File: src/rtl/lcg_sched_pkg.sv
// Shared constants and per-channel generator state for lcg_scheduler.
package lcg_sched_pkg;
  localparam int LCG_W = 64;
  localparam int SHW   = 6;

  // State fields are stored at LCG_W; the scheduler uses the low W bits.
  typedef struct packed {
    logic [LCG_W-1:0] q;
    logic [SHW-1:0]   r;
    logic [LCG_W-1:0] b;
    logic             seeded;
  } ch_cfg_t;
endpackage

File: src/rtl/lcg_step.sv
// One multiplier-less LCG step: next = q*(2^r+1) + b, with r=0 treated as r=1.
module lcg_step
  import lcg_sched_pkg::*;
#(
  parameter int W = LCG_W
)(
  input  logic [W-1:0]   q,
  input  logic [SHW-1:0] r,
  input  logic [W-1:0]   b,
  output logic [W-1:0]   next
);
  logic [SHW-1:0] r_eff;

  assign r_eff = (r == '0) ? SHW'(1) : r;
  assign next  = q + (q << r_eff) + b;
endmodule

File: src/rtl/lcg_scheduler.sv
// Round-robin time-multiplexing of one lcg_step across NUM_CH channels.
// Define LCG_CNT_EN to add the per-channel sequence index output out_idx.
module lcg_scheduler
  import lcg_sched_pkg::*;
#(
  parameter  int NUM_CH = 4,
  parameter  int W      = LCG_W,
  localparam int CHW    = $clog2(NUM_CH)
)(
  input  logic              clk,
  input  logic              rst_n,
  input  logic              cfg_we,
  input  logic [CHW-1:0]    cfg_ch,
  input  logic [W-1:0]      cfg_seed,
  input  logic [SHW-1:0]    cfg_shift,
  input  logic [W-1:0]      cfg_inc,
  input  logic [NUM_CH-1:0] req,
  output logic [NUM_CH-1:0] gnt,
  output logic              out_valid,
  output logic [CHW-1:0]    out_ch,
  output logic [W-1:0]      out_data,
  input  logic              out_ready,
`ifdef LCG_CNT_EN
  output logic [31:0]       out_idx,
`endif
  output logic              busy
);
  ch_cfg_t [NUM_CH-1:0]           ch;
  logic    [CHW-1:0]              rr, gidx;
  logic                           found, slot_free;
  logic    [NUM_CH-1:0]           elig;
  logic    [NUM_CH-1:0][CHW-1:0]  cand;
  logic    [W-1:0]                nxt;

  // A config write to a channel blocks its grant in the same cycle.
  for (genvar i = 0; i < NUM_CH; i++) begin : g_ch
    assign elig[i] = req[i] & ch[i].seeded & ~(cfg_we & (cfg_ch == CHW'(i)));
    assign cand[i] = CHW'((int'(rr) + i) % NUM_CH);
  end

  assign slot_free = ~out_valid | out_ready;
  assign busy      = out_valid | (|elig);

  always_comb begin
    found = 1'b0;
    gidx  = '0;
    gnt   = '0;
    if (slot_free) begin
      for (int k = 0; k < NUM_CH; k++) begin
        if (!found && elig[cand[k]]) begin
          found = 1'b1;
          gidx  = cand[k];
        end
      end
    end
    if (found) gnt[gidx] = 1'b1;
  end

  lcg_step #(.W(W)) u_step (
    .q    (ch[gidx].q[W-1:0]),
    .r    (ch[gidx].r),
    .b    (ch[gidx].b[W-1:0]),
    .next (nxt)
  );

  always_ff @(posedge clk or negedge rst_n) begin
    if (!rst_n) begin
      ch <= '0;
    end else begin
      for (int i = 0; i < NUM_CH; i++) begin
        if (cfg_we && cfg_ch == CHW'(i))
          ch[i] <= '{q: LCG_W'(cfg_seed), r: cfg_shift, b: LCG_W'(cfg_inc), seeded: 1'b1};
        else if (gnt[i])
          ch[i].q <= LCG_W'(nxt);
      end
    end
  end

  always_ff @(posedge clk or negedge rst_n) begin
    if (!rst_n) begin
      out_valid <= 1'b0;
      out_ch    <= '0;
      out_data  <= '0;
      rr        <= '0;
    end else if (found) begin
      out_valid <= 1'b1;
      out_ch    <= gidx;
      out_data  <= nxt;
      rr        <= (gidx == CHW'(NUM_CH - 1)) ? '0 : gidx + 1'b1;
    end else if (out_ready) begin
      out_valid <= 1'b0;
    end
  end

`ifdef LCG_CNT_EN
  logic [NUM_CH-1:0][31:0] cnt;

  always_ff @(posedge clk or negedge rst_n) begin
    if (!rst_n) begin
      cnt     <= '0;
      out_idx <= '0;
    end else begin
      for (int i = 0; i < NUM_CH; i++) begin
        if (cfg_we && cfg_ch == CHW'(i)) cnt[i] <= '0;
        else if (gnt[i])                 cnt[i] <= cnt[i] + 32'd1;
      end
      if (found) out_idx <= cnt[gidx];
    end
  end
`endif
endmodule

File: config.mk
export PLATFORM = sky130hd
export DESIGN_NAME = lcg_scheduler
export DESIGN_NICKNAME = d
export VERILOG_FILES = /design/src/rtl/lcg_sched_pkg.sv /design/src/rtl/lcg_step.sv /design/src/rtl/lcg_scheduler.sv
export SDC_FILE = /design/constraint.sdc
export NUM_CORES = 2
export LEC_CHECK = 0
export BUFFER_PORTS_ARGS = -buffer_cell sky130_fd_sc_hd__buf_4
export CORE_ASPECT_RATIO = 1.5
export CORE_MARGIN = 1
export CORE_UTILIZATION = 35
export CTS_BUF_LIST = sky130_fd_sc_hd__clkbuf_8
export DETAILED_ROUTE_END_ITERATION = 10
export PLACE_DENSITY = 0.65
export SLEW_MARGIN = 15
export SYNTH_ARGS = -nofsm -noshare
export SYNTH_HDL_FRONTEND = slang
export SYNTH_SLANG_ARGS = --single-unit
File: constraint.sdc
create_clock -name clk -period 9.7 [get_ports clk]
set_input_delay 2.91 -clock clk [delete_from_list [all_inputs] [get_ports clk]]
set_output_delay 2.91 -clock clk [all_outputs]
set_load 0.1 [all_outputs]
Word-level counts from Yosys, hierarchy flattened
Cells that the tools add are included.
Widths: inputs -> output; s select.
{"block": "totals", "ff_bits": 609, "input_bits": 144, "output_inout_bits": 72, "word_cells": 113}
{"block": "classes", "addsub": 6, "order_cmp": 6, "n_eq_ne": 4, "shift": 1, "mux": 38, "bitwise": 19, "n_reduce_logical": 19}
{"op": "$mux 64", "count": 8}
{"op": "$bmux 135 s2", "count": 1}
{"op": "$mux 135", "count": 1}
{"op": "$add 64x64->64", "count": 2}
{"op": "$shl 64x6->64", "count": 1}
{"op": "$lt 2x3->1 const B", "count": 5}
{"op": "$mux 1", "count": 15}
{"op": "$and 1x1->1", "count": 12}
{"op": "$mux 2", "count": 6}
{"op": "$reduce_bool 2->1", "count": 5}
{"op": "$bmux 1 s2", "count": 4}
{"op": "$logic_and 1x1->1", "count": 8}
{"op": "$eq 2x2->1 const B", "count": 3}
{"op": "$logic_not 6->1", "count": 1}
{"op": "$mux 6", "count": 1}
{"op": "$not 1->1", "count": 5}
{"op": "$add 2x1->2 const B", "count": 2}
{"op": "$add 2x2->2 const B", "count": 2}
{"op": "$mux 4", "count": 1}
{"op": "$reduce_or 4->1", "count": 1}
{"op": "$logic_not 1->1", "count": 3}
{"op": "$demux 1 s2", "count": 1}
{"op": "$eq 2x1->1 const B", "count": 1}
{"op": "$ge 2x1->1 const B", "count": 1}
{"op": "other kinds (2)", "count": 3}

Depth between registers and ports, before layout
{"block": "logic_depth", "word_depth": 29, "mapped_depth": 42, "depth_no_buf": 34}

Hierarchy
A second synthesis with hierarchy kept.
{"block": "hier_totals", "cells_unflattened": 4117, "hier_area_um2": 38843.5}
{"mod": "lcg_scheduler", "instances": 1, "cells_each": 2787, "area_each_um2": 29273.1, "seq_area_each_um2": 15239.6}
{"mod": "lcg_step", "instances": 1, "cells_each": 1330, "area_each_um2": 9570.4, "seq_area_each_um2": 0.0}

Worst setup path before layout
Ideal clock, no wire load.
{"block": "synth_timing", "kind": "input-to-output", "startpoint": "input cfg_ch[1]", "endpoint": "output gnt[3]", "arrival_time_ns": 7.603, "required_time_ns": 6.790, "setup_slack_ns": -0.813, "cell_stages": 18, "path_buffers": 11, "cell_sequence": "buf_2 > or3b_1 > buf_2 > a311oi_2 > o211a_4 > o211a_4 > buf_6 > clkbuf_1 > buf_2 > buf_1 > clkbuf_1 > clkbuf_1 > clkbuf_1 > ha_1 > nand2_1 > clkbuf_1 > clkinv_1 > clkbuf_1"}
{"block": "synth_between", "elab_chain_len": 25, "word_cells_on_any_way": 49, "cone_classes": "2 x order compare; 3 x eq/ne; 24 x mux; 12 x bitwise; 8 x reduce/logical"}
{"element": "start, declared", "line": "lcg_scheduler.sv:13", "rtl": "input logic [CHW-1:0] cfg_ch,"}
{"element": "$eq 2x1->1 (tied with other cells)", "line": "lcg_scheduler.sv:37", "rtl": "assign elig[i] = req[i] & ch[i].seeded & ~(cfg_we & (cfg_ch == CHW'(i)));"}
{"element": "$and 1x1->1", "line": "lcg_scheduler.sv:37"}
{"element": "$not 1->1", "line": "lcg_scheduler.sv:37"}
{"element": "$and 1x1->1", "line": "lcg_scheduler.sv:37"}
{"element": "$bmux 1 s2", "line": "lcg_scheduler.sv:50", "rtl": "if (!found && elig[cand[k]]) begin"}
{"element": "$mux 1 (implied by the code)", "line": "lcg_scheduler.sv:50"}
{"element": "$mux 1", "line": "lcg_scheduler.sv:50"}
{"element": "$mux 1", "line": "lcg_scheduler.sv:48", "rtl": "if (slot_free) begin"}
{"element": "[... 10 more ...]"}
{"element": "$mux 2 (*)", "line": "lcg_scheduler.sv:50"}
{"element": "$mux 2 (*)", "line": "lcg_scheduler.sv:48"}
{"element": "named net gidx[1]", "line": "lcg_scheduler.sv:29", "rtl": "logic [CHW-1:0] rr, gidx;"}
{"element": "$lt 2x3->1 (implied by the code) / $ge 2x1->1 (equally long branches)", "line": "lcg_scheduler.sv:56", "rtl": "if (found) gnt[gidx] = 1'b1;"}
{"element": "$logic_and 1x1->1 (implied by the code)", "line": "lcg_scheduler.sv:56"}
{"element": "$mux 1 (implied by the code)", "line": "lcg_scheduler.sv:56"}
{"element": "$demux 1 s2 (*)", "line": "lcg_scheduler.sv:56"}
{"element": "$mux 4 (*)", "line": "lcg_scheduler.sv:56"}
{"element": "end, declared", "line": "lcg_scheduler.sv:18", "rtl": "output logic [NUM_CH-1:0] gnt,"}
The timed path passes the listed nets; every way through them passes the cells marked *. The select of a mux whose other input is x is not followed.

Final worst setup path
{"block": "layout_timing", "startpoint": "input cfg_ch[1]", "endpoint": "register ch[131] (netlist name)"}
{"block": "layout_between", "elab_chain_len": 29, "word_cells_on_any_way": 60, "cone_classes": "2 x add/sub; 2 x order compare; 3 x eq/ne; 1 x shift; 29 x mux; 12 x bitwise; 11 x reduce/logical"}
{"element": "$eq 2x1->1 (tied with other cells)", "line": "lcg_scheduler.sv:37"}
{"element": "$and 1x1->1", "line": "lcg_scheduler.sv:37"}
{"element": "$not 1->1", "line": "lcg_scheduler.sv:37"}
{"element": "$and 1x1->1", "line": "lcg_scheduler.sv:37"}
{"element": "$bmux 1 s2", "line": "lcg_scheduler.sv:50"}
{"element": "$mux 1 (implied by the code)", "line": "lcg_scheduler.sv:50"}
{"element": "$mux 1", "line": "lcg_scheduler.sv:50"}
{"element": "$mux 1", "line": "lcg_scheduler.sv:48"}
{"element": "[... 12 more ...]"}
{"element": "$bmux 135 s2", "line": "lcg_scheduler.sv:60, lcg_scheduler.sv:61, lcg_scheduler.sv:62"}
{"element": "$mux 135 (implied by the code)", "line": "lcg_scheduler.sv:62", "rtl": ".b (ch[gidx].b[W-1:0]),"}
{"element": "$logic_not 6->1", "line": "lcg_step.sv:14", "rtl": "assign r_eff = (r == '0) ? SHW'(1) : r;"}
{"element": "$mux 6", "line": "lcg_step.sv:14"}
{"element": "$shl 64x6->64", "line": "lcg_step.sv:15", "rtl": "assign next = q + (q << r_eff) + b;"}
{"element": "$add 64x64->64 (2 in series)", "line": "lcg_step.sv:15"}
{"element": "$mux 64", "line": "lcg_scheduler.sv:73", "rtl": "else if (gnt[i])"}
{"element": "$mux 64", "line": "lcg_scheduler.sv:71", "rtl": "if (cfg_we && cfg_ch == CHW'(i))"}
{"element": "end signal, assigned by index", "line": "lcg_scheduler.sv:72", "rtl": "ch[i] <= '{q: LCG_W'(cfg_seed), r: cfg_shift, b: LCG_W'(cfg_inc), seeded: 1'b1};"}
{"element": "end, declared", "line": "lcg_scheduler.sv:28", "rtl": "ch_cfg_t [NUM_CH-1:0] ch;"}
Several ways; a longest one is shown, not always the timed one. The select of a mux whose other input is x is not followed.
A chain may end at the register's enable or synchronous reset.

==> results by group <==
CTS
  • CTS tree: done
  • Max H-tree Level: 3
  • Clock Latency Late Sink: 820 ps
  • Reg clk slew, reported paths: 80 ps
  • # hold bufs at CTS: 0
  • Num CTS Buffers: 96
  • Max clock buf depth: 3
  • Clock sinks: approximately 610
  • Root buf cell: clkbuf_8

STA
  • Max transition margin: about 32%
  • Final setup violating endpoints: 0
  • Max frequency: 104.9 MHz
  • Fin Clk Skew: roughly 45 ps
  • Max-slew violations: 0
  • Worst-margin pin slew: 1014 ps
  • RSZ-0062 raised after global routing: yes
  • Min Hold Slack: between 400 and 500 ps
  • Fin crit period: 9534 ps
  • Hold Violations, Final: 0
  • Final Cycle Share: 98.29%

Synthesis
  • Top cell type's share of synthesized area: 40.56%
  • Most instantiated cells after synthesis: nand2_1 (1706), dfrtp_1 (609), nor2_1 (414), a21oi_1 (357), o21ai_0 (335)
  • Gate Count Post-Synth: 4903
  • Yosys warnings: 0
  • Synth area leader: dfrtp_1
  • Mapped Nets: 5177
  • Dominant synthesized flop cell: dfrtp_1
  • Count of cell types in the netlist: 88
  • Most numerous cell in the Yosys netlist: nand2_1
  • Post-synthesis register bit count: 609
  • Number of enable flip-flop cells after synthesis: 0
  • Avg Synthesized Cell Area: 7.663 sq um
  • Synthesized cell area: 37570 sq um
  • Fraction of registers with async set/reset: between 90% and 100%
  • Synth top area cells: dfrtp_1 (41%), nand2_1 (17%), mux2i_1 (4.8%)
  • Sequential share of the synthesized area: roughly two fifths

Final layout
  • Area delta synth->final: 28.66%
  • Fillers: 10640
  • Fin nets: 5914
  • Ratio of cells with drive above 1 in the final layout: around 22%
  • Final std cells w/o fill: 7121

Die
  • Die Span Y: 403.3 um
  • Die area: 108700 sq um
  • Boundary pin count: approximately 220
  • Core area: ~110000 sq um
  • Row count: 146
  • Starting Density: 35.46%
  • Die W: 269.5 um

Detailed routing
  • Via density: ~5.3
  • Vias: 37860
  • DRC Markers: 0
  • 1st-iter DRT viols: between 3000 and 4000
  • WL final: 149200 um
  • Routed wire per std cell: 20.95 um
  • Post-DRT Antenna Nets: 0
  • Drt first pass iters: 6

Global routing
  • GRT Util Overall: about 27%
  • Vias in the first global route: 37160
  • First-pass GRT wire length: 225600 um
  • Global route overflow: 0
  • Initial antenna violation count: 8
  • Pin count of the biggest net entering global routing: 170

Setup path
  • Worst Path Required: 10440 ps
  • Crit-path slowest cell: fa_1
  • Arrival @ worst endpoint: 10270 ps
  • Startpoint types: primary input
  • CP top delay family: simple AND/OR/NAND/NOR gates
  • Crit path capture type: flop
  • CP Launch Point: cfg_ch[1]
  • Reg2reg start: rr[1]
  • Most frequent CP cell: buf_4
  • Bufs and invs on worst path: 11
  • Max incr delay on CP: between 400 and 500 ps
  • CP Max Fanout: 8
  • Crit path kind: primary input to flop

Job
  • Max-Cap Viols: 0

Hold path
  • HP Class: flop to flop
  • Hold_sp: ch[270]

Place
  • DP Cell Count: 6920
  • Gpl congestion: 1.033
  • PortBufs: 215
  • HPWL after detailed placement: 107800 um

Run status
  • Status: finished clean
[layout by cell type, fill, tap and decap left out, drive strengths merged, types with 6 or more instances in the layout]
master / n
a211oi: 22
a21o: 40
a21oi: 357
a22o: 7
a22oi: 6
a31oi: 84
a32oi: 34
and2: 18
and3: 86
buf: 970
clkbuf: 122
clkinv: 12
dfrtp: 609
fa: 64
ha: 66
inv: 165
mux2: 16
mux2i: 180
nand2: 1708
nand2b: 21
nand3: 103
nor2: 414
nor2b: 11
nor3: 10
o2111ai: 7
o211a: 7
o211ai: 15
o21a: 14
o21ai: 343
o21bai: 13
o221a: 7
o22a: 6
o22ai: 14
or2: 10
or3: 9
xnor2: 35
xor2: 27
[state kept, by name (all words and copies together), names as in the netlist]
register / count
ch: 540
out_data: 64
out_ch: 2
rr: 2
out_valid: 1
[metrics by stage]
| stage | setup WS [ps] | utilization [%] | TNS (ps) | instance area (sq um) |
|---|---|---|---|---|
| 2_1_floorplan | -45.06 | - | -146.3 | 37700 |
| 3_3_place_gp | -1634 | 42.93 | -163980 | 45480 |
| 3_5_place_dp | -1681 | 42.93 | -185150 | 45480 |
| 4_1_cts | 5.122 | 44.92 | 0 | 47590 |
| 5_1_grt | -39.17 | 45.63 | -334.0 | 48340 |
| 6_report | 165.7 | 45.63 | 0 | 48340 |
[worst paths after layout]
check | end | slack, ps | cells after the start
max in group asynchronous | ch[28] | 5920 | 3
worst min-delay path | ch[270] | 470 | 1
min in group asynchronous | ch[284] | 2190 | 1
worst max-delay path | ch[131] | 170 | 40
worst max register to register | ch[131] | 2110 | 37
worst min register to register | ch[270] | 470 | 1
[what timing repair did]
item,4_1_cts,5_1_grt
setup buffers,5,22
resized for setup,16,118
gates cloned,1,0
endpoints found under the setup margin,119,177
pin swaps,6,52
[worst reg2reg max path: cells and delay by family, from the launching register on]
family,cells,cell delay (ps)
AO/OA/AOI/OAI,12,2220
AND/OR/NAND/NOR,10,1730
buffers and inverters,8,1280
adder cells (fa/ha/maj),2,810
multiplexers,4,750
flip-flops,1,510
XOR/XNOR,1,210
[layer usage]
metal / wire length, um / track usage (%) / part of all wire, %
met5: 48 / 0 / 0.032
met4: 10220 / 17.11 / 6.8
met1: 58290 / 32.14 / 39
met2: 71070 / 45.46 / 48
met3: 9538 / 4.348 / 6.4
[layout make-up]
type	instances	area (sq um)	area share (%)
Clock buffer	122	1679	3.473
Antenna cell	4	10.01	0.02071
Inverter	137	526.8	1.090
Multi-Input combinational cell	3826	21250	43.97
Clock inverter	47	310.3	0.6419
Timing Repair Buffer	970	7564	15.65
Sequential cell	609	15240	31.52
Tap cell	1406	1759	3.639
[cells by family after synthesis]
family                   after synthesis  share of synthesized area, %
multiplexers                         196                         5.308
XOR/XNOR                              62                         1.495
other                                  1                      0.009980
AO/OA/AOI/OAI                       1028                         16.36
buffers and inverters                469                         4.912
flip-flops                           609                         40.56
adder cells (fa/ha/maj)              130                         5.608
AND/OR/NAND/NOR                     2408                         25.74
Power is not shown: default switching activity piles up to over one toggle a cycle in this logic, so the estimate is an artifact.
